[src/rtl/pointer_accum_pkg.sv]
// Shared types and width/limit helpers for the multi-channel pointer accumulator.
// Used by pointer_accum_alu and pointer_accum_multi.
package pointer_accum_pkg;

    typedef enum logic [1:0] {
        IDLE  = 2'd0,
        READ  = 2'd1,
        WRITE = 2'd2,
        DONE  = 2'd3
    } state_e;

    // Widest DW the saturation limits can be derived for.
    localparam int DW_LIMIT = 64;

    function automatic int calc_chw(input int nch);
        return (nch > 1) ? $clog2(nch) : 1;
    endfunction

    function automatic int calc_lw(input int maxlen);
        return $clog2(maxlen + 1);
    endfunction

    function automatic logic [DW_LIMIT-1:0] sat_max(input int dw);
        return (DW_LIMIT'(1) << (dw - 1)) - DW_LIMIT'(1);
    endfunction

    function automatic logic [DW_LIMIT-1:0] sat_min(input int dw);
        return DW_LIMIT'(1) << (dw - 1);
    endfunction

endpackage

[src/rtl/pointer_accum_alu.sv]
// Per-word adder for the accumulator datapath: wrap-around by default,
// signed saturating when POINTER_ACCUM_SAT_EN is defined.
module pointer_accum_alu
    import pointer_accum_pkg::*;
#(
    parameter int DW = 32
) (
    input  logic [DW-1:0] a_i,
    input  logic [DW-1:0] b_i,
    output logic [DW-1:0] sum_o
);

`ifdef POINTER_ACCUM_SAT_EN
    localparam logic [DW-1:0] SAT_HI = DW'(sat_max(DW));
    localparam logic [DW-1:0] SAT_LO = DW'(sat_min(DW));

    logic [DW-1:0] raw;
    logic          ovf;

    // Overflow only when both operands share a sign and the result flips it.
    always_comb begin
        raw   = a_i + b_i;
        ovf   = (a_i[DW-1] == b_i[DW-1]) && (raw[DW-1] != a_i[DW-1]);
        sum_o = raw;
        if (ovf) begin
            sum_o = a_i[DW-1] ? SAT_LO : SAT_HI;
        end
    end
`else
    assign sum_o = a_i + b_i;
`endif

endmodule

[src/rtl/pointer_accum_multi.sv]
// Multi-channel accumulate engine: ap_ctrl_hs call reads len words over d_i,
// adds them into the selected channel and returns the sum on d_o. Option macro: POINTER_ACCUM_SAT_EN.
module pointer_accum_multi
    import pointer_accum_pkg::*;
#(
    parameter  int DW     = 32,
    parameter  int NCH    = 4,
    parameter  int MAXLEN = 16,
    localparam int CHW    = calc_chw(NCH),
    localparam int LW     = calc_lw(MAXLEN)
) (
    input  logic           ap_clk,
    input  logic           ap_rst,
    input  logic           ap_start,
    output logic           ap_done,
    output logic           ap_idle,
    output logic           ap_ready,
    input  logic [CHW-1:0] ch_sel,
    input  logic [LW-1:0]  len,
    input  logic           clr,
    input  logic [DW-1:0]  d_i,
    input  logic           d_i_ap_vld,
    output logic           d_i_ap_ack,
    output logic [DW-1:0]  d_o,
    output logic           d_o_ap_vld,
    input  logic           d_o_ap_ack
);

    state_e          state_q;
    logic [CHW-1:0]  ch_q;
    logic [LW-1:0]   len_q;
    logic [LW-1:0]   cnt_q;
    logic [DW-1:0]   work_q;
    logic [DW-1:0]   d_o_q;
    logic            vld_q;
    logic            done_q;
    logic            idle_q;
    logic [DW-1:0]   acc_q [NCH];

    logic [CHW-1:0]  ch_d;
    logic [LW-1:0]   len_d;
    logic [LW-1:0]   cnt_d;
    logic [DW-1:0]   sum;

    // Out-of-range channel and length requests are folded at the start of a call.
    always_comb begin
        ch_d = ch_sel;
        if ({1'b0, ch_sel} >= (CHW+1)'(NCH)) begin
            ch_d = CHW'(NCH - 1);
        end
        len_d = len;
        if (len > LW'(MAXLEN)) begin
            len_d = LW'(MAXLEN);
        end
        cnt_d = cnt_q + LW'(1);
    end

    pointer_accum_alu #(
        .DW (DW)
    ) u_alu (
        .a_i   (work_q),
        .b_i   (d_i),
        .sum_o (sum)
    );

    always_ff @(posedge ap_clk) begin
        if (ap_rst) begin
            state_q <= IDLE;
            ch_q    <= '0;
            len_q   <= '0;
            cnt_q   <= '0;
            work_q  <= '0;
            d_o_q   <= '0;
            vld_q   <= 1'b0;
            done_q  <= 1'b0;
            idle_q  <= 1'b1;
            // NOTE: the bank is a small flat register array, so it is cleared here;
            // a RAM-backed bank could not be reset like this.
            for (int k = 0; k < NCH; k++) begin
                acc_q[k] <= '0;
            end
        end else begin
            case (state_q)
                IDLE: begin
                    if (ap_start) begin
                        ch_q    <= ch_d;
                        len_q   <= len_d;
                        cnt_q   <= '0;
                        work_q  <= clr ? '0 : acc_q[ch_d];
                        idle_q  <= 1'b0;
                        state_q <= (len_d == '0) ? WRITE : READ;
                    end
                end
                READ: begin
                    if (d_i_ap_vld) begin
                        work_q <= sum;
                        cnt_q  <= cnt_d;
                        if (cnt_d == len_q) begin
                            state_q <= WRITE;
                        end
                    end
                end
                WRITE: begin
                    // Result is presented one cycle after entering WRITE, then held until taken.
                    if (!vld_q) begin
                        d_o_q <= work_q;
                        vld_q <= 1'b1;
                    end else if (d_o_ap_ack) begin
                        acc_q[ch_q] <= work_q;
                        vld_q       <= 1'b0;
                        done_q      <= 1'b1;
                        state_q     <= DONE;
                    end
                end
                DONE: begin
                    done_q  <= 1'b0;
                    idle_q  <= 1'b1;
                    state_q <= IDLE;
                end
                default: begin
                    state_q <= IDLE;
                end
            endcase
        end
    end

    // NOTE: input ack is a combinational echo of vld so READ sustains one word per cycle.
    assign d_i_ap_ack = (state_q == READ) && d_i_ap_vld;
    assign d_o        = d_o_q;
    assign d_o_ap_vld = vld_q;
    assign ap_done    = done_q;
    assign ap_ready   = done_q;
    assign ap_idle    = idle_q;

endmodule

[config.mk]
export PLATFORM = sky130hd
export DESIGN_NAME = pointer_accum_multi
export DESIGN_NICKNAME = d
export VERILOG_FILES = /design/src/rtl/pointer_accum_pkg.sv /design/src/rtl/pointer_accum_alu.sv /design/src/rtl/pointer_accum_multi.sv
export SDC_FILE = /design/constraint.sdc
export NUM_CORES = 1
export LEC_CHECK = 0
export CAP_MARGIN = 20
export CORE_ASPECT_RATIO = 1.4
export CORE_MARGIN = 2
export CORE_UTILIZATION = 54
export CTS_BUF_LIST = sky130_fd_sc_hd__clkbuf_4 sky130_fd_sc_hd__clkbuf_8 sky130_fd_sc_hd__clkbuf_16
export DETAILED_ROUTE_END_ITERATION = 10
export GPL_ROUTABILITY_DRIVEN = 1
export PLACE_DENSITY = 0.87
export SKIP_CTS_REPAIR_TIMING = 1
export SYNTH_ARGS = -nofsm -noshare
export SYNTH_HDL_FRONTEND = slang
export SYNTH_SLANG_ARGS = --single-unit
[constraint.sdc]
create_clock -name ap_clk -period 4.3 [get_ports ap_clk]
set_input_delay 0.645 -clock ap_clk [delete_from_list [all_inputs] [get_ports ap_clk]]
set_output_delay 0.645 -clock ap_clk [all_outputs]
set_load 0.01 [all_outputs]
# After elaboration in Yosys (flattened, before gate mapping)
# Memories as Yosys holds them, arrays and structs flattened.
# Cells that the tools add are included.
# totals
reg_bits,81
latchBits,0
ramBits,128
mem_bits_ro,0
output_inout_bits,37
mem_count,1
# memory_table
name,words,word_bits,read_ports,rd_clocked_by_memory_dff,write_ports,line,text
acc_q,4,32,1,0,4,pointer_accum_multi.sv:38,logic [DW-1:0] acc_q [NCH];
# op_classes
add_sub_neg,2
mul,0
div_mod_pow,0
magnitude_cmp,1
eq_ne,9
n_shift,0
muxes,32
bitwise_logic,1
n_reduce_logical,13
# ops
cell,count
$mux W32,4
$pmux W32 S2,1
$add A32 B32 Y32,1
$reduce_or A32 Y1,1
$mux W5,3
$mux W2,7
$mux W1,13
$ne A2 B2 Y1 const B,5
$pmux W5 S2,1
$pmux W2 S4,1
$reduce_and A2 Y1,3
$reduce_and A3 Y1,2
$reduce_bool A2 Y1,3
$add A5 B1 Y5 const B,1
$eq A5 B5 Y1,1
$gt A5 B5 Y1 const B,1
$logic_not A5 Y1,1
$reduce_and A5 Y1,1
$eq A2 B2 Y1 const B,2
$pmux W1 S2,2
$eq A2 B1 Y1 const B,1
$logic_not A2 Y1,1
$logic_and A1 B1 Y1,1
$not A1 Y1,1

# Logic depth before layout (Yosys ltp)
# Gate-level depths: netlist of the first run.
# logic_depth
ltp_word,7
ltp_mapped,11
mapped_depth_nobuf,11

# By module
# Synthesis of the first run repeated with hierarchy kept, for this count alone.
# hier_totals
hier_cells,958
area_unflattened_um2,10543.9
# by_module_without_submodules
module,n_inst,cells_per_inst,area_per_inst_um2
pointer_accum_multi,1,717,8799.7
pointer_accum_alu,1,241,1744.2

# Worst setup path before layout of the first run
# No wires, ideal clock.
# synth_path
path_type,in2reg
start,input port d_i[0]
end,register work_q[30]
arrival_time_ps,2986
setup_slack_ps,1211
cell_stages,11
n_path_buf,0
cell_sequence,ha_1 -> fa_1 -> a21oi_1 -> o221ai_2 -> a21oi_2 -> o21ai_2 -> o22a_2 -> a41o_4 -> a31oi_1 -> xor2_1 -> a2111oi_2
# synth_via
elab_chain_cells,3
# synth_lines
item,line,text
"start, declared",pointer_accum_multi.sv:21,"input logic [DW-1:0] d_i,"
$add A32 B32 Y32,pointer_accum_alu.sv:30,assign sum_o = a_i + b_i;
$mux W32,pointer_accum_multi.sv:95,if (d_i_ap_vld) begin
$pmux W32 S2,pointer_accum_multi.sv:83,case (state_q)
"end signal, assigned",pointer_accum_multi.sv:89,work_q <= clr ? '0 : acc_q[ch_d];
"end signal, assigned",pointer_accum_multi.sv:96,work_q <= sum;
"end, declared",pointer_accum_multi.sv:33,logic [DW-1:0] work_q;
# No other way between the ends. The select of a mux whose other input is x is not followed.
# A chain may end at the register's enable or synchronous reset.

# Final worst setup path of the first run
# Same ends and word-level chain as after synthesis.

==> qor.csv, run 1 <==
stage,metric,value,unit
setup_path,Worst Setup End Kind,flop,
global_routing,GRT met2 Usage,0.4676,
setup_path,R2R Setup Slk,0.96,ns
layout,Multi-input gate area,4781,um2
layout,Reg area,5465,um2
clocking,clock latency on the worst-skew pair,0.50,ns
global_routing,vias in the first global route,8231,
timing,RSZ-0062 raised after global routing,no,
run,Max Cap Violations,0,
synthesis,register area share after synthesis,0.5214,
clocking,CTS tree,yes,
layout,Layout Nets,1089,
floorplan,area of the core,19140,um2
timing,setup violators final,0,
setup_path,Reg-to-Reg End,work_q[30],
clocking,Longest Clk Path Bufs,3,
floorplan,Die W,121.7,um
power_and_ir_drop,Worst VDD drop,383.4,uV
setup_path,Worst R2R Path Depth,11,
setup_path,"CP delay by family, top",compound AO/OA/AOI/OAI gates,
synthesis,Post-synth EDFFs,128,
detailed_routing,Vias,7768,
floorplan,die area,20560,um2
detailed_routing,Initial DRC Count,598,
synthesis,post-synthesis net count,1027,
timing,final worst-path cycle share,0.8105,
layout,"commonest non-fill, non-tap cell in the layout",and2_1,
synthesis,Yosys top cell area share,0.3667,
setup_path,Critical Path AT,3.87,ns
detailed_routing,WL final,26.05,mm
global_routing,total gr overflow,0,
placement,HPWL after DPL,16.63,mm
clocking,CTS Buf Count,20,
setup_path,Crit path largest cell delay,0.42,ns
synthesis,Post-synth top flop,edfxtp_1,
synthesis,Ys Warns,0,
worst_hold_path,WHS Endpoint,d_o[16],
placement,gpl congestion,0.9086,
detailed_routing,DR DRC count,0,
setup_path,Critical Path Start Type,input port,
floorplan,Die Ht,168.8,um
synthesis,"top cells by area, synth","edfxtp_1 (37%), dfxtp_1 (15%), and2_1 (7.8%)",
power_and_ir_drop,total power,6.524,mW
timing,Max-slew headroom,0.2514,
floorplan,I/O pins,82,
synthesis,post-synth top area cell,edfxtp_1,
power_and_ir_drop,Leak,4.531,nW
synthesis,Synth Instances,945,
clocking,clk slew on worst S/H paths,0.07,ns
synthesis,syn_area_per_cell,11.09,um2
synthesis,register bit total from synthesis,209,
setup_path,RR Startpoint,work_q[0],
timing,min cycle time layout,3.485,ns
layout,n_diodes,0,
layout,most frequent cells in the layout,"and2_1 (131), edfxtp_1 (128), nand2_1 (95), dfxtp_1 (81), clkdlybuf4s50_1 (79)",
detailed_routing,Post-DRT Antenna Nets,0,
timing,Final Hold Fails,0,
timing,Fmax,0.2869,GHz
placement,Port Buf Inserts,81,
clocking,H-tree Lvls,1,
floorplan,Rows,60,
setup_path,crit path cell chain,"clkdlybuf4s50_1, ha_1, fa_1, a21oi_1, o221ai_2, a21oi_2, o21ai_2, o22a_2, a41o_4, a31oi_1, xor2_1, a2111oi_2",
layout,Area Growth Syn to Fin,16.45,%
setup_path,critical path class,input port to flop,
global_routing,largest net degree at the start of global routing,50,
layout,fillers,1443,
detailed_routing,DR vias/cell,6.121,
global_routing,GR Layer Usage met3,0.03942,
timing,setup tns final,0,ns
timing,Min Hold Slack,0.4530,ns
global_routing,global routing's busiest layer,met2,
synthesis,synth unique cells,63,
floorplan,Initial Utilization,0.5475,
timing,Slew @ Worst Pin,1.123,ns
worst_hold_path,worst min-delay path startpoint,d_o[16],
setup_path,data required time at the worst endpoint,4.68,ns
synthesis,asr flop ratio synth,0,
detailed_routing,DRT Pass-1 Iters,7,
clocking,Clock Sinks,209,
synthesis,Synth Cell Area,10480,um2
timing,Max Slew Vio Count,0,
global_routing,first-pass GRT wire length,41.54,mm
worst_hold_path,worst hold path class,flop to flop,
worst_hold_path,worst hold stages,2,
layout,layout cells sized above 1,0.1126,
setup_path,Crit path depth,12,
power_and_ir_drop,power per cell area,534.5,nW/um2
detailed_routing,wire per inst,20.53,um
timing,skew final,0.01132,ns
setup_path,crit-path max FO,5,
outcome,status,"finished, final reports clean",
layout,final core occ,0.6376,
global_routing,grt met1 use,0.2956,
clocking,CTS Root Cell,clkbuf_16,
global_routing,initial antenna violation count,0,
setup_path,CP max stage cell,fa_1,
global_routing,All-Layer GR Usage,0.2592,
setup_path,Critical path buffers and inverters,1,
==> cell usage after synthesis, types with 4 or more instances <==
cell type and n:
and2_1 131, edfxtp_1 128, nand2_1 95, dfxtp_1 81
a21oi_1 75, nor2_1 52, clkbuf_1 48, ha_1 36
mux4_2 32, nor3_1 21, a211oi_1 20, xor2_1 18
a22oi_1 17, o21ai_0 17, xnor2_1 17, nand3_1 15
nor2b_1 12, a21o_1 11, a221oi_1 10, nor3b_1 8
a31oi_1 7, nand2b_1 7, and3_1 6, buf_2 6
or2_2 6, inv_1 5, o21ai_1 5, a21oi_2 4
o21bai_1 4
==> logic make-up after synthesis <==
group                      after synthesis  synth area share
and+or+nand+nor                        366            0.1824
DFF                                    209            0.5214
AOI/OAI and AO/OA                      200            0.1267
buffers and inverters                   64           0.02471
adders and majority gates               37           0.04488
xor gates and xnor gates                35           0.02925
muxes                                   34           0.07067
==> worst max-delay path by stage <==
| stage | from | endpoint | slack, ns |
|---|---|---|---|
| floorplan | d_i[0] | work_q[30] | 1.21 |
| global placement | d_i[0] | work_q[30] | 0.52 |
| detailed placement | d_i[0] | work_q[30] | 0.45 |
| CTS | d_i[0] | work_q[30] | 0.87 |
| global route | d_i[0] | work_q[30] | 0.76 |
| finish | d_i[0] | work_q[30] | 0.81 |
==> routing by layer <==
metal  routed length [um]  vias to the layer above  part of all wire
met5                    0                        -                 0
met4                 1032                        0             0.040
met3                 1475                       75             0.057
met2                13960                      276              0.54
met1                 9587                     3848              0.37
li1                     -                     3569                 -
==> registers in the layout (all words and copies together), names as in the netlist <==
| register | cells |
|---|---|
| acc_q | 128 |
| ap_done | 1 |
| ap_idle | 1 |
| ch_q | 2 |
| cnt_q | 5 |
| d_o | 32 |
| d_o_ap_vld | 1 |
| len_q | 5 |
| state_q | 2 |
| work_q | 32 |
==> power by group <==
| part | total [mW] | internal [mW] | switching, mW |
|---|---|---|---|
| registers | 2.55 | 2.32 | 0.228 |
| logic | 2.11 | 0.821 | 1.29 |
| clock network | 1.87 | 1.12 | 0.749 |
| total | 6.52 | 4.26 | 2.26 |
==> layout make-up <==
| cell class | instances | share of cell area |
|---|---|---|
| clock inverters | 10 | 0.01025 |
| repair buffers | 99 | 0.07668 |
| inverters | 5 | 0.001538 |
| flip-flops and latches | 209 | 0.4478 |
| multi-input cells | 672 | 0.3917 |
| well taps | 248 | 0.02542 |
| clock buffers | 26 | 0.04664 |
==> worst reg2reg max path: stages, from the launching register on <==
cell       delay (ns)
dfxtp_1          0.39
ha_1             0.24
fa_1             0.42
a21oi_1          0.32
o221ai_2         0.22
a21oi_2          0.26
o21ai_2          0.09
o22a_2           0.23
a41o_4           0.32
a31oi_1          0.20
xor2_1           0.14
a2111oi_2        0.40
==> per-stage QoR <==
stage | instance area [um2] | worst slack (ns) | std cells
after floorplan | 10480 | 1.211 | 945
after global placement | 11510 | 0.5162 | 1233
after detailed placement | 11510 | 0.4494 | 1233
after CTS | 12210 | 0.8665 | 1269
after global routing | 12210 | 0.7572 | 1269
final | 12210 | 0.8148 | 1269
Power figures use the tool's default switching activity.
==> run 2, diff against run 1 <==
- CORE_UTILIZATION: 54 -> 53
- PLACE_DENSITY: 0.87 -> 0.88
- clock period: 4.3 -> 3.1 ns (I/O delays scaled with it)
==> qor.csv, run 2 (same netlist as run 1, synthesis figures left out) <==
stage,metric,value,unit,change
layout,largest reg by FF count,acc_q,,
placement,HPWL after DPL,17.05,mm,+2.5%
placement,Port Buf Inserts,81,,unchanged
power_and_ir_drop,Worst VDD drop,392.0,uV,+2.2%
clocking,Clock Sinks,209,,unchanged
floorplan,Initial Utilization,0.5433,,-0.004261
global_routing,grt met1 use,0.2784,,-0.01714
timing,Slew @ Worst Pin,0.7245,ns,-0.3984 ns
timing,Min Hold Slack,0.4543,ns,+0.001241 ns
detailed_routing,wire per inst,19.86,um,-3.3%
setup_path,critical path class,input port to flop,,
global_routing,global routing's busiest layer,met2,,
timing,setup tns final,0,ns,unchanged
setup_path,crit-path max FO,5,,unchanged
clocking,H-tree Lvls,1,,unchanged
clocking,clock latency on the worst-skew pair,0.50,ns,about the same
timing,setup violators final,0,,unchanged
power_and_ir_drop,total power,9.092,mW,+39%
clocking,CTS Buf Count,20,,unchanged
placement,Setup WS pre-CTS,-0.5105,ns,-0.9598 ns
detailed_routing,DR DRC count,0,,unchanged
timing,final worst-path cycle share,0.9609,,
power_and_ir_drop,power per cell area,725.3,nW/um2,+36%
global_routing,total gr overflow,0,,unchanged
power_and_ir_drop,Leak,4.740,nW,+4.6%
timing,Fmax,0.3357,GHz,
timing,Final WS setup,0.1212,ns,-0.6936 ns
global_routing,GR Layer Usage met3,0.03720,,-0.002222
layout,most frequent cells in the layout,"and2_1 (131), edfxtp_1 (128), nand2_1 (95), dfxtp_1 (81), clkdlybuf4s50_1 (79)",,
detailed_routing,Initial DRC Count,687,,+15%
layout,"commonest non-fill, non-tap cell in the layout",and2_1,,
outcome,status,"finished, final reports clean",,
layout,n_diodes,0,,unchanged
detailed_routing,DR vias/cell,6.000,,-2.0%
timing,min cycle time layout,2.979,ns,
floorplan,Rows,60,,unchanged
worst_hold_path,worst hold path class,flop to flop,,
clocking,CTS Root Cell,clkbuf_16,,
setup_path,Critical Path Start Type,input port,,
placement,gpl congestion,0.9086,,unchanged
setup_path,data required time at the worst endpoint,3.50,ns,-1.18 ns
floorplan,Die W,122.9,um,+0.91%
layout,layout cells sized above 1,0.1537,,+0.04107
timing,Max-slew headroom,0.5169,,+0.2655
timing,Final Hold Fails,0,,unchanged
layout,Layout Nets,1135,,+4.2%
detailed_routing,DRT Pass-1 Iters,5,,-2
setup_path,Worst Setup End Kind,flop,,
timing,Max Slew Vio Count,0,,unchanged
global_routing,GRT met2 Usage,0.4667,,-0.0008428
setup_path,Critical Path AT,3.38,ns,-0.49 ns
global_routing,largest net degree at the start of global routing,54,,+8.0%
floorplan,I/O pins,82,,unchanged
global_routing,initial antenna violation count,0,,unchanged
clocking,clk slew on worst S/H paths,0.06,ns,about the same
timing,skew final,0.009991,ns,-0.001332 ns
layout,number of flip-flops in the largest register,128,,unchanged
layout,final core occ,0.6497,,+0.01216
floorplan,area of the core,19290,um2,+0.78%
detailed_routing,Post-DRT Antenna Nets,0,,unchanged
clocking,Longest Clk Path Bufs,3,,unchanged
global_routing,All-Layer GR Usage,0.2526,,-0.006556
layout,Area Growth Syn to Fin,19.60,%,
layout,fillers,1362,,-5.6%
run,Max Cap Violations,0,,unchanged
global_routing,vias in the first global route,8229,,-0.024%
floorplan,die area,20930,um2,+1.8%
detailed_routing,WL final,26.11,mm,+0.24%
floorplan,Die Ht,170.4,um,+0.92%
detailed_routing,Vias,7890,,+1.6%
global_routing,first-pass GRT wire length,41.02,mm,-1.2%
clocking,CTS tree,yes,,
==> run 2: cell types whose count changed in the layout (fill, tap and decap cells not counted) <==
cell       before  now
inv_6           0    1
a21oi_2         4    5
buf_12          0    3
clkinv_1        2    1
a31oi_2         0    1
clkinv_4        0    2
a21oi_1        75   74
bufinv_16       3    0
a31oi_1         7    6
clkinv_2        4    5
buf_4          18   61
==> run 2: through the flow <==
stage / cells / area [um2]
detailed placement: 1278 / 11890
finish: 1315 / 12540
CTS: 1314 / 12520
floorplan: 945 / 10480
global route: 1315 / 12540
global placement: 1278 / 11890
==> run 2: layer usage <==
layer / routed length [um] / share of wire / up-vias
met5: 0 / 0 / -
met4: 1184 / 0.045 / 0
met3: 1527 / 0.058 / 87
met2: 13990 / 0.54 / 326
met1: 9411 / 0.36 / 3816
li1: - / - / 3661
==> run 2: power breakdown <==
group	internal, mW	switching [mW]
Sequential	3.22	0.312
Combinational	1.34	1.85
Clock	1.31	1.06
==> run 2: critical path: stages <==
cell and delay [ns]:
clkdlybuf4s50_1 0.40, ha_1 0.23, fa_1 0.41, a21oi_2 0.19, o221ai_2 0.19, a21oi_2 0.25
o21ai_2 0.09, o22a_2 0.23, a41o_4 0.32, a31oi_2 0.16, xor2_1 0.10, a2111oi_2 0.35
==> run 2: worst paths after layout <==
check	from	endpoint	slack (ns)	depth (start not counted)
worst min-delay path	d_o[15]	d_o[15]	0.45	2
worst min register to register	d_o[15]	d_o[15]	0.45	2
worst max-delay path	d_i[0]	work_q[30]	0.12	12
worst max register to register	work_q[1]	work_q[31]	0.13	9
==> run 2: cell type report <==
type	count	area, um2	area share
Clock buffer	26	569.3	0.04541
Clock inverter	10	62.56	0.004991
Sequential cell	209	5465	0.4360
Tap cell	248	310.3	0.02475
Timing Repair Buffer	145	1319	0.1052
Inverter	5	18.77	0.001497
Multi-Input combinational cell	672	4791	0.3822
